### config.mk
export PLATFORM = sky130hd
export DESIGN_NAME = parking_space_tracker
export DESIGN_NICKNAME = d
export VERILOG_FILES = /design/src/rtl/parking_space_tracker.sv
export SDC_FILE = /design/constraint.sdc
export NUM_CORES = 1
export LEC_CHECK = 0
export CORE_MARGIN = 1
export CORE_UTILIZATION = 49
export CTS_CLUSTER_DIAMETER = 100
export DETAILED_ROUTE_END_ITERATION = 8
export GPL_TIMING_DRIVEN = 0
export PLACE_DENSITY = 0.75
export SLEW_MARGIN = 20
export SYNTH_ARGS = -nofsm -noshare
export SYNTH_HDL_FRONTEND = slang
export SYNTH_SLANG_ARGS = --single-unit
### constraint.sdc
create_clock -name clk -period 1.9 [get_ports clk]
set_clock_uncertainty 0.15 [all_clocks]
set_input_delay 0.19 -clock clk [delete_from_list [all_inputs] [get_ports clk]]
set_output_delay 0.19 -clock clk [all_outputs]
set_load 0.03 [all_outputs]
### src/rtl/parking_space_tracker.sv
// Gate-side occupancy controller: arbitrates entry/exit requests, times the gate
// and keeps a saturating free-space count for the display and lot-full logic.
module parking_space_tracker #(
    parameter logic [3:0] CAPACITY    = 4'd8,
    parameter int         GATE_CYCLES = 8
) (
    input  logic       clk,
    input  logic       rst_n,
    input  logic       entry_req,
    input  logic       exit_req,
    output logic       entry_grant,
    output logic       entry_deny,
    output logic       exit_ack,
    output logic       exit_err,
    output logic       gate_open,
    output logic [3:0] free_spaces,
    output logic       full,
    output logic       empty
);

    typedef enum logic [1:0] {IDLE, ENTER, EXIT, HOLD} state_t;

    localparam logic [7:0] GATE_INIT = 8'(GATE_CYCLES);

    state_t     state, state_n;
    logic [7:0] timer, timer_n;
    logic [3:0] free_n;
    logic       served_exit, served_exit_n;
    logic       grant_n, deny_n, ack_n, err_n, gate_n;

    always_ff @(posedge clk or negedge rst_n) begin
        if (!rst_n) begin
            state       <= IDLE;
            timer       <= '0;
            free_spaces <= CAPACITY;
            served_exit <= 1'b0;
            entry_grant <= 1'b0;
            entry_deny  <= 1'b0;
            exit_ack    <= 1'b0;
            exit_err    <= 1'b0;
            gate_open   <= 1'b0;
        end else begin
            state       <= state_n;
            timer       <= timer_n;
            free_spaces <= free_n;
            served_exit <= served_exit_n;
            entry_grant <= grant_n;
            entry_deny  <= deny_n;
            exit_ack    <= ack_n;
            exit_err    <= err_n;
            gate_open   <= gate_n;
        end
    end

    always_comb begin
        state_n       = state;
        timer_n       = timer;
        free_n        = free_spaces;
        served_exit_n = served_exit;
        grant_n       = 1'b0;
        deny_n        = 1'b0;
        ack_n         = 1'b0;
        err_n         = 1'b0;
        gate_n        = gate_open;
        case (state)
            IDLE: begin
                // Exit wins; a concurrent entry waits until the exit request is released.
                if (exit_req) begin
                    served_exit_n = 1'b1;
                    if (free_spaces < CAPACITY) begin
                        state_n = EXIT;
                        free_n  = free_spaces + 4'd1;
                        ack_n   = 1'b1;
                        timer_n = GATE_INIT;
                        gate_n  = 1'b1;
                    end else begin
                        state_n = HOLD;
                        err_n   = 1'b1;
                    end
                end else if (entry_req) begin
                    served_exit_n = 1'b0;
                    if (free_spaces != 4'd0) begin
                        state_n = ENTER;
                        free_n  = free_spaces + 4'b1111;
                        grant_n = 1'b1;
                        timer_n = GATE_INIT;
                        gate_n  = 1'b1;
                    end else begin
                        state_n = HOLD;
                        deny_n  = 1'b1;
                    end
                end
            end
            ENTER, EXIT: begin
                if (timer == 8'd1) begin
                    state_n = HOLD;
                    gate_n  = 1'b0;
                end else begin
                    timer_n = timer - 8'd1;
                end
            end
            HOLD: begin
                // One count change per request assertion: wait for the served request to drop.
                if (served_exit ? !exit_req : !entry_req)
                    state_n = IDLE;
            end
            default: state_n = IDLE;
        endcase
    end

    assign full  = (free_spaces == 4'd0);
    assign empty = (free_spaces == CAPACITY);

endmodule
Word-level counts from Yosys, hierarchy flattened
Index checks and enable logic that the tools add are counted.
{"block": "word_totals", "output_inout_bits": 11, "register_bits": 20, "inputBits": 4, "word_cells": 79}
{"block": "classes", "n_addsub": 3, "n_reduce_logical": 14, "n_mux": 40, "order_cmp": 1, "eq_ne": 12}
{"operator": "8-bit 2-to-1 mux", "count": 5}
{"operator": "1-bit 2-to-1 mux", "count": 23}
{"operator": "4-bit 2-to-1 mux", "count": 4}
{"operator": "8-bit one-hot mux with 2 select lines", "count": 1}
{"operator": "2-bit 2-to-1 mux", "count": 5}
{"operator": "5-bit AND reduction", "count": 2}
{"operator": "3-bit inequality test, second input constant", "count": 3}
{"operator": "8-bit by 1-bit == test with 1-bit output, second input constant", "count": 1}
{"operator": "8-bit by 1-bit subtractor with 8-bit output, second input constant", "count": 1}
{"operator": "2-bit inequality test, second input constant", "count": 3}
{"operator": "2-bit one-hot mux with 3 select lines", "count": 1}
{"operator": "2-bit nonzero test", "count": 3}
{"operator": "4-bit by 1-bit adder with 4-bit output, second input constant", "count": 1}
{"operator": "4-bit adder, second input constant", "count": 1}
{"operator": "2-bit == test, second input constant", "count": 2}
{"operator": "4-bit == test, second input constant", "count": 1}
{"operator": "4-bit logical NOT", "count": 1}
{"operator": "4-bit less-than comparator, second input constant", "count": 1}
{"operator": "4-bit AND reduction", "count": 1}
{"operator": "4-bit nonzero test", "count": 1}
{"operator": "3-bit AND reduction", "count": 1}
{"operator": "2-bit by 1-bit == test with 1-bit output, second input constant", "count": 1}
{"operator": "1-bit logical NOT", "count": 2}
{"operator": "2-bit logical NOT", "count": 1}
{"operator": "4 further kinds", "count": 4}

Logic depth before layout (Yosys ltp)
{"block": "depth", "word_depth": 5, "ltp_mapped": 7, "ltp_nobuf": 6}

Least setup slack after synthesis
Ideal clock, no wire load.
{"block": "synth_path", "path_type": "flip-flop to flip-flop", "from": "reg free_spaces[0]", "to": "reg state[1]", "t_required_ns": 1.668, "path_stages_with_launch": 4, "n_path_buf": 0, "synth_period_minus_slack_ns": 2.293, "setup_ns": 0.082, "arrival_time_ns": 2.061, "path_slack_ns": -0.393, "cell_sequence": "dfrtp_1 > nor4_1 > o22ai_1 > mux2i_1"}
{"block": "synth_via", "elab_chain_cells": 5}
{"element": "start: declaration", "line_no": "16", "source": "output logic [3:0] free_spaces,"}
{"element": "start signal: assignment", "line_no": "45", "source": "free_spaces <= free_n;"}
{"element": "4-bit nonzero test", "line_no": "82", "source": "if (free_spaces != 4'd0) begin"}
{"element": "2-bit 2-to-1 mux", "line_no": "82"}
{"element": "2-bit 2-to-1 mux", "line_no": "80", "source": "end else if (entry_req) begin"}
{"element": "2-bit 2-to-1 mux", "line_no": "68", "source": "if (exit_req) begin"}
{"element": "2-bit one-hot mux with 3 select lines", "line_no": "65", "source": "case (state)"}
{"element": "end signal: assignment", "line_no": "43", "source": "state <= state_n;"}
{"element": "end: declaration", "line_no": "25", "source": "state_t state, state_n;"}
Every way passes these cells. The select of a mux whose other input is x is not followed.
A chain may end at the register's enable or synchronous reset.

Worst setup path after layout
{"block": "layout_path", "from": "reg timer[5]", "to": "reg state[0]"}
{"block": "layout_via", "elab_chain_cells": 3}
{"element": "start: declaration", "line_no": "26", "source": "logic [7:0] timer, timer_n;"}
{"element": "start signal: assignment", "line_no": "44", "source": "timer <= timer_n;"}
{"element": "8-bit by 1-bit == test with 1-bit output", "line_no": "95", "source": "if (timer == 8'd1) begin"}
{"element": "2-bit inequality test (no source line)"}
{"element": "3-bit AND reduction (no source line)"}
Every way passes these cells.

==> impl_metrics.json <==
{
  "cts-root-buf": "clkbuf_4",
  "fin_cells": 176,
  "routed_via_density": 5.72,
  "htree_levels": 1,
  "dp_hpwl_um": 1850,
  "syn_inst": 112,
  "fin_crit_ps": 1890,
  "seq_area_frac_synth_pct": 41.8,
  "drt_wl_total_um": 2910,
  "slew_headroom_pct": 38.4,
  "r2r_setup_slack_ps": 10,
  "rsz0062_at_grt": "true",
  "synth-edff-count": 0,
  "drt_iter0_drc": 14,
  "path_delay_family": "compound AO/OA/AOI/OAI gates",
  "vias": 1006,
  "crit_arrival_ps": 1930,
  "finalWeightedCongestion": 0.874,
  "initial_utilization_pct": 53.2,
  "grt_pass1_wl_um": 4440,
  "die_w_um": 51.5,
  "worst_r2r_path_depth": 4,
  "boundaryPins": 15,
  "grt_usage_pct": 23.0,
  "fmax_ghz": 0.530,
  "max_stage_delay_ps": 450,
  "grt_pass1_vias": 1003,
  "clock_latency_ps": 300,
  "required_ps": 1940,
  "cpMaxStageDelayCell": "dfrtp_2",
  "finalSetupTns_ps": 0,
  "ys_top_cells_by_area": "dfrtp_1 (40%), ha_1 (8.3%), inv_1 (3.1%)",
  "final_area_mm2": 0.00164,
  "status": "completed",
  "netlist_area_mm2": 0.00120,
  "path_max_fanout": 2,
  "grt_max_degree": 21,
  "path_clk_slew_ps": 120,
  "ys_warn_count": 0,
  "setup_violations": 0,
  "dieHeight_um": 51.5,
  "die_area_mm2": 0.00265,
  "maxCapViolations": 0,
  "yosys.area.top_type": "dfrtp_1",
  "numCtsBuffers": 3,
  "rr_endpoint": "state[0]",
  "endpoint_kind": "register",
  "cp_cell_sequence": "nor4_4 > a31oi_4 > a211o_1 > mux2_4",
  "cts_tree": "built",
  "antenna_found_initial": 0,
  "core_mm2": 0.00225,
  "crit_type": "register to register",
  "syn_area_per_cell_um2": 10.7,
  "wl_per_cell_um": 16.5,
  "antenna_left": 0,
  "dpl_cell_area_mm2": 0.00138,
  "ir_drop_mv": 0.351,
  "hold_buffers": 0,
  "ys_ff_latch": 20,
  "crit_cells": 4,
  "area_delta_synth_final_pct": 36.6,
  "ys.flop_type": "dfrtp_1",
  "slew_viol_final": 0,
  "worstReg2RegStart": "timer[5]",
  "placed_cells": 154,
  "num_rows": 17,
  "fin_hold_ws_ps": 241,
  "hold_viol": 0,
  "antenna_cells": 0,
  "route.detailed.drc": 0,
  "syn-num-nets": 125,
  "cp-endpoint": "state[0]",
  "gr-total-overflow": 0,
  "drt_pass1_iterations": 4,
  "power-per-cell-area_mw_per_mm2": 437,
  "hold_path.class": "primary input to async pin",
  "clock_sinks": 20,
  "drive_above_1_share_pct": 37.8,
  "finalCritPeriodShare_pct": 99.3,
  "leakagePower_nw": 0.787,
  "fin_nets": 162,
  "clockBufferDepth": 2,
  "ys_types": 44,
  "yosys.area.top_type_share_pct": 39.6,
  "crit_start": "timer[5]",
  "tightest_slew_ps": 921,
  "startpoint_type": "register",
  "netlist_top_cells_count": "dfrtp_1 (19), inv_1 (10), ha_1 (8)",
  "synthArstFlopShare_pct": 100,
  "crit_buf_inv": 0,
  "port_buffers": 14,
  "synth_most_common_cell": "dfrtp_1"
}
-- repair_timing --
item | in CTS | in global routing
pin swaps | 4 | 12
gates cloned | 0 | 1
endpoints found under the setup margin | 17 | 13
resized for setup | 27 | 17
setup buffers | 8 | 10
-- sequential cells by signal (all words and copies together) (netlist names) --
name	count
timer	8
free_spaces	4
state	2
entry_deny	1
entry_grant	1
exit_ack	1
exit_err	1
gate_open	1
served_exit	1
-- cell type report --
cell class              count  area, um^2
fillers                   172         616
multi-input cells          79         728
clock buffers               4        36.3
inverters                  10        37.5
well taps                  28        35.0
repair buffers             33         278
flip-flops and latches     20         509
plain buffers               2        15.0
-- where the power goes --
part           internal [mW]  switching, mW  leakage [nW]
Sequential             0.426              0         0.248
Clock                  0.117          0.136        0.0210
Combinational         0.0163         0.0221         0.519
-- how the worst min path moves through the flow --
stage | startpoint | cells past startpoint | to
2_1_floorplan | rst_n | 0 | entry_deny
3_3_place_gp | timer[7] | 1 | timer[7]
3_5_place_dp | served_exit | 1 | served_exit
4_1_cts | rst_n | 1 | timer[0]
5_1_grt | rst_n | 1 | timer[1]
6_report | rst_n | 1 | timer[1]
-- cells in the final DEF, fill, tap and decap left out, drive strengths merged, types with 2 or more instances in the layout --
master,Yosys,final
inv,10,10
nor4,3,3
mux2,4,4
or4,2,2
nand2b,2,2
a41oi,3,3
mux2i,3,3
a31oi,6,6
a21oi,3,3
nand2,5,5
nor2,7,7
xor2,2,2
nand3,4,4
and2,3,3
dfrtp,19,19
buf,2,22
o22ai,2,2
ha,8,8
o21ai,2,2
clkbuf,1,5
nor3,4,4
clkdlybuf4s50,0,10
-- per-stage QoR --
stage | setup slack, ps | utilization, % | power (mW)
floorplan | -160 | - | 0.447
global placement | -295 | 61.3 | 0.466
detailed placement | -303 | 61.3 | 0.467
CTS | -1.60 | 67.8 | 0.715
global route | -56.7 | 72.7 | 0.746
finish | 13.8 | 72.7 | 0.716
-- logic make-up after synthesis --
family / share of synthesized area, %
AOI/OAI and AO/OA: 18.2
xor gates and xnor gates: 2.19
adders and majority gates: 10.0
buffers and inverters: 4.80
DFF: 41.8
muxes: 6.57
and+or+nand+nor: 16.4
-- metal layers --
layer / wire length, um / global-route usage [%]
met1: 1310 / 29.4
met2: 1510 / 39.0
met3: 71 / 2.98
met4: 17 / 8.56
met5: 0 / 0
-- worst reg2reg max path: stages, from the launching register on --
cell and delay, ps:
dfrtp_2 450, nor4_4 380, a31oi_4 160, a211o_1 340, mux2_4 310
Note: power is estimated with default switching activity, not from simulation.
